**src/rtl/regfile_wb_arbiter.sv**
```systemverilog
// rtl/regfile_wb_arbiter.sv - writeback arbiter for the register-file write port with busy scoreboard
// Optional build macro: RF_ARB_FIXED_PRIO_EN (fixed lowest-index priority instead of round-robin)
module regfile_wb_arbiter #(
   parameter int NUM_REQ = 3,
   parameter int DATA_W  = 32,
   parameter int ADDR_W  = 5
) (
   input  logic                        clk,
   input  logic                        rst,
   input  logic [NUM_REQ-1:0]          req_valid,
   output logic [NUM_REQ-1:0]          req_ready,
   input  logic [NUM_REQ*ADDR_W-1:0]   req_addr,
   input  logic [NUM_REQ*DATA_W-1:0]   req_data,
   output logic                        rf_we,
   output logic [ADDR_W-1:0]           rf_waddr,
   output logic [DATA_W-1:0]           rf_wdata,
   input  logic                        alloc_valid,
   input  logic [ADDR_W-1:0]           alloc_addr,
   input  logic [ADDR_W-1:0]           rs1_addr,
   input  logic [ADDR_W-1:0]           rs2_addr,
   input  logic [ADDR_W-1:0]           rd_addr,
   output logic                        rs1_busy,
   output logic                        rs2_busy,
   output logic                        rd_busy
);

   localparam int IDX_W = (NUM_REQ > 1) ? $clog2(NUM_REQ) : 1;
   localparam int NREG  = 1 << ADDR_W;

   logic                xfer;
   logic [ADDR_W-1:0]   gnt_addr;
   logic [DATA_W-1:0]   gnt_data;
   logic [NREG-1:0]     busy;
   logic [NREG-1:0]     busy_nxt;

`ifdef RF_ARB_FIXED_PRIO_EN
   logic found;

   always_comb begin
      req_ready = '0;
      found     = 1'b0;
      for (int k = 0; k < NUM_REQ; k++) begin
         if (!found && req_valid[k]) begin
            found        = 1'b1;
            req_ready[k] = 1'b1;
         end
      end
   end
`else
   logic [IDX_W-1:0] rr_ptr;
   logic [IDX_W-1:0] gnt_idx;
   logic             found;
   int               scan_idx;

   // Scan starts at rr_ptr and wraps, so the last winner has lowest priority next time
   always_comb begin
      req_ready = '0;
      gnt_idx   = '0;
      found     = 1'b0;
      scan_idx  = 0;
      for (int k = 0; k < NUM_REQ; k++) begin
         scan_idx = int'(rr_ptr) + k;
         if (scan_idx >= NUM_REQ)
            scan_idx = scan_idx - NUM_REQ;
         if (!found && req_valid[scan_idx]) begin
            found               = 1'b1;
            gnt_idx             = IDX_W'(scan_idx);
            req_ready[scan_idx] = 1'b1;
         end
      end
   end

   always_ff @(posedge clk or posedge rst) begin
      if (rst)
         rr_ptr <= '0;
      else if (xfer)
         rr_ptr <= (gnt_idx == IDX_W'(NUM_REQ - 1)) ? '0 : gnt_idx + 1'b1;
   end
`endif

   always_comb begin
      gnt_addr = '0;
      gnt_data = '0;
      for (int k = 0; k < NUM_REQ; k++) begin
         if (req_ready[k]) begin
            gnt_addr = req_addr[k*ADDR_W +: ADDR_W];
            gnt_data = req_data[k*DATA_W +: DATA_W];
         end
      end
   end

   assign xfer = |(req_valid & req_ready);

   // x0 writes are accepted so the requester retires, but never reach the register file
   always_ff @(posedge clk or posedge rst) begin
      if (rst) begin
         rf_we    <= 1'b0;
         rf_waddr <= '0;
         rf_wdata <= '0;
      end else begin
         rf_we <= xfer && (gnt_addr != '0);
         if (xfer) begin
            rf_waddr <= gnt_addr;
            rf_wdata <= gnt_data;
         end
      end
   end

   // Set is applied after clear so a fresh allocation survives a same-cycle writeback
   always_comb begin
      busy_nxt = busy;
      if (xfer)
         busy_nxt[gnt_addr] = 1'b0;
      if (alloc_valid)
         busy_nxt[alloc_addr] = 1'b1;
      busy_nxt[0] = 1'b0;
   end

   always_ff @(posedge clk or posedge rst) begin
      if (rst)
         busy <= '0;
      else
         busy <= busy_nxt;
   end

   assign rs1_busy = busy[rs1_addr];
   assign rs2_busy = busy[rs2_addr];
   assign rd_busy  = busy[rd_addr];

endmodule

```
**config.mk**
```make
export PLATFORM = sky130hd
export DESIGN_NAME = regfile_wb_arbiter
export DESIGN_NICKNAME = d
export VERILOG_FILES = /design/src/rtl/regfile_wb_arbiter.sv
export SDC_FILE = /design/constraint.sdc
export NUM_CORES = 1
export LEC_CHECK = 0
export ABC_AREA = 1
export BUFFER_PORTS_ARGS = -buffer_cell sky130_fd_sc_hd__buf_4
export CORE_UTILIZATION = 23
export CTS_CLUSTER_DIAMETER = 50
export DETAILED_ROUTE_END_ITERATION = 6
export PLACE_DENSITY = 0.44
export SLEW_MARGIN = 20
export SYNTH_ARGS = -nofsm -noshare
export SYNTH_HDL_FRONTEND = slang
export SYNTH_SLANG_ARGS = --single-unit
```
**constraint.sdc**
```tcl
create_clock -name clk -period 2.9 [get_ports clk]
set_input_delay 0.145 -clock clk [delete_from_list [all_inputs] [get_ports clk]]
set_output_delay 0.145 -clock clk [all_outputs]
set_load 0.005 [all_outputs]
```
==> metrics.md <==
| Metric | Value |
|---|---|
| Psw | `4.81 mW` |
| Worst setup EP type | `primary output` |
| H-tree depth | `3` |
| RSZ-0062 raised after global routing | `no` |
| Final instance area | `7130 um2` |
| Worst Setup SP | `rr_ptr[0]` |
| Proportion of layout cells with a drive suffix above 1 | `0.283` |
| Final setup margin | `267 ps` |
| Num CTS Buffers | `9` |
| Drt via density | `4.68` |
| Net switching fraction of the power | `0.509` |
| Synth warn | `0` |
| Met3 usage | `0.0253` |
| Comb power frac | `0.656` |
| Initial DRC Count | `378` |
| HPWL Detailed | `14400 um` |
| Core box area | `21800 um2` |
| DP Cell Count | `1183` |
| DP Worst Slack | `221 ps` |
| Fin crit share | `0.908` |
| DR pass1 iterations | `6` |
| PortBufs | `180` |
| First-pass GRT wire length | `29600 um` |
| Pwr dens | `1330 nW/um2` |
| Max-cap violations | `0` |
| FFs w/ async S/R, synth | `1.00` |
| Max Slew Vio Count | `0` |
| Mux share of post-synthesis cell area | `0` |
| Total track usage | `0.170` |
| I/O Pins | `181` |
| Max transition margin | `0.458` |
| Clock-pin slew on the worst setup and hold paths | `60 ps` |
| Worst Path Arrival | `2490 ps` |
| Clock share of power | `0.140` |
| Failing checks | `negative hold slack` |
| Initial antenna violation count | `0` |
| Clock Skew | `10.4 ps` |
| Area contributors post-synth | `dfrtp_1 35%, nand2_1 18%, nand3_1 9.2%, o21ai_0 8.3%, o21ai_1 3.3%` |
| Fin. Hold Viols | `41` |
| Mapped cell area | `5110 um2` |
| Setup TNS | `0 ps` |
| Post-synthesis adder-cell area fraction | `0.00980` |
| Die H | `151 um` |
| Die ar. | `22800 um2` |
| Total gr overflow | `0` |
| Total power | `9.45 mW` |
| N_diodes | `0` |
| Met1 Usage GRT | `0.230` |
| Post-synthesis register bit count | `71` |
| Commonest register cell after synthesis | `dfrtp_1` |
| Worst-Margin Slew | `813 ps` |
| WP data required | `2760 ps` |
| Busiest grt layer | `met2` |
| Synth top area share | `0.348` |
| Placed cell area | `6730 um2` |
| DRC Markers | `0` |
| Clk Latency, worst-skew pair | `340 ps` |
| Final-layout fill cell count | `2392` |
| Mapped Cells | `745` |
| TritonCTS clock tree | `yes` |
| Chip width | `151 um` |
| Top-count cell post-synth | `nand2_1` |
| Top cell type by total area after synthesis | `dfrtp_1` |
| R2r startpoint | `rr_ptr[0]` |
| GPL Wtd Cong | `0.797` |
| Post-Syn Nets | `886` |
| Starting density of the core | `0.234` |
| Int Power | `4.64 mW` |
| Hold_ws | `-52.8 ps` |
| Compound-gate portion of the synthesized area | `0.171` |
| Worst Hold Class | `input pin to async pin` |
| Simple-Gate Fraction of Synth Area | `0.406` |
| Layout area overhead | `39.5%` |
| Vias in the first global route | `5247` |
| Netlist cell types | `36` |
| Largest family of logic cells by synthesized area | `simple AND/OR/NAND/NOR gates` |
| WL final | `18900 um` |
| Row Count | `54` |
| XOR/XNOR share of the synthesized area | `0` |
| Final net count | `1058` |
| Leakage Power | `3.40 nW` |
| Worst setup path class | `register to primary output` |
| Pin count of the biggest net entering global routing | `65` |
| Antenna Nets Post-Route | `0` |
| Sequential share of power | `0.204` |
| Clk root buf | `clkbuf_16` |
| Clock sinks | `71` |
| Endpoints failing setup | `0` |
| GR Util met2 | `0.283` |
| Outcome | `finished, violations left` |
| Final cell count without fillers | `1202` |
| Crit start category | `register` |
| Number of flops mapped to enable cells by yosys | `0` |
| Seq/Total Area, Yosys | `0.348` |
| Crit path max fanout | `33` |
| Clock period minus worst slack | `2630 ps` |
| Fin util | `0.327` |
| Synth cell count leaders | `248 x nand2_1, 94 x nand3_1, 85 x o21ai_0, 71 x dfrtp_1, 43 x nor2_1` |
| Peak Freq | `0.380 GHz` |
| Clock buffer depth | `2` |
| Syn Area/Cell | `6.86 um2` |
| Worst vdd ir | `0.648 mV` |
| Vias | `5622` |
| Wire length per cell | `15.7 um` |
==> per-layer routing <==
layer / vias to the layer above / share of wire
met5: - / 0
met4: 0 / 0.015
met3: 22 / 0.052
met2: 159 / 0.47
met1: 2589 / 0.46
li1: 2852 / -
==> timing repair <==
action                                  CTS  global route
endpoints found under the setup margin    0            64
hold endpoints to repair                  0             0
resized for setup                         0             2
buffers inserted                          0             3
hold buffers                              0             0
==> layout by cell type, fill, tap and decap left out, drive strengths merged <==
cell	Yosys	final
a21oi	12	12
a311oi	1	1
a31oi	3	3
a32o	2	2
and2	1	1
buf	27	194
bufinv	0	3
clkbuf	6	11
clkinv	3	5
dfrtp	71	71
ha	4	4
inv	33	33
nand2	263	263
nand3	104	104
nand4	2	2
nor2	58	58
nor3	10	10
o211ai	6	6
o21ai	120	120
o221ai	10	10
o22ai	4	4
or2	5	5
==> path summary, 6_finish.rpt <==
| check | depth (start not counted) | endpoint | slack, ps |
|---|---|---|---|
| worst max register to register | 14 | busy[26] | 310 |
| max in group asynchronous | 3 | busy[17] | 2270 |
| min in group clk | 3 | rf_wdata[21] | 110 |
| worst min-delay path | 2 | rf_wdata[17] | -50 |
| worst max-delay path | 9 | req_ready[0] | 270 |
| worst min register to register | 2 | rf_wdata[9] | 490 |
==> power groups by stage <==
stage | clock [mW] | sequential, mW | combinational (mW)
3_3_place_gp | 0 | 1.94 | 6.20
5_1_grt | 1.40 | 1.99 | 7.03
6_report | 1.33 | 1.93 | 6.19
4_1_cts | 1.37 | 1.92 | 6.18
3_5_place_dp | 0 | 1.93 | 6.17
2_1_floorplan | 0 | 1.78 | 4.51
==> cells by family (layout without fill, tap and decap cells) <==
group / after synthesis / in the layout
DFF: 71 / 71
buffers and inverters: 69 / 246
and+or+nand+nor: 443 / 443
adders and majority gates: 4 / 4
AOI/OAI and AO/OA: 158 / 158
==> layout make-up <==
cell class                      count  area [um2]  share of cell area
Inverter                           36         141              0.0198
Clock inverter                      5         104              0.0146
Tap cell                          280         350              0.0492
Clock buffer                       11         253              0.0355
Timing Repair Buffer              194        1500               0.210
Sequential cell                    71        1780               0.249
Multi-Input combinational cell    605        3000               0.421
==> flip-flops by register name, summed over array words and instances, names as in the netlist <==
register  count
rf_waddr      5
busy         31
rf_we         1
rf_wdata     32
rr_ptr        2
==> worst max-delay path, cell delays in order, from the launching register on <==
cell	delay, ps
dfrtp_1	370
inv_1	90
ha_1	360
inv_2	160
nand3_1	100
nand2_1	140
nand4_1	160
nand2_4	180
buf_4	380
buf_4	180
No activity file was read; power rests on OpenSTA's default activity.
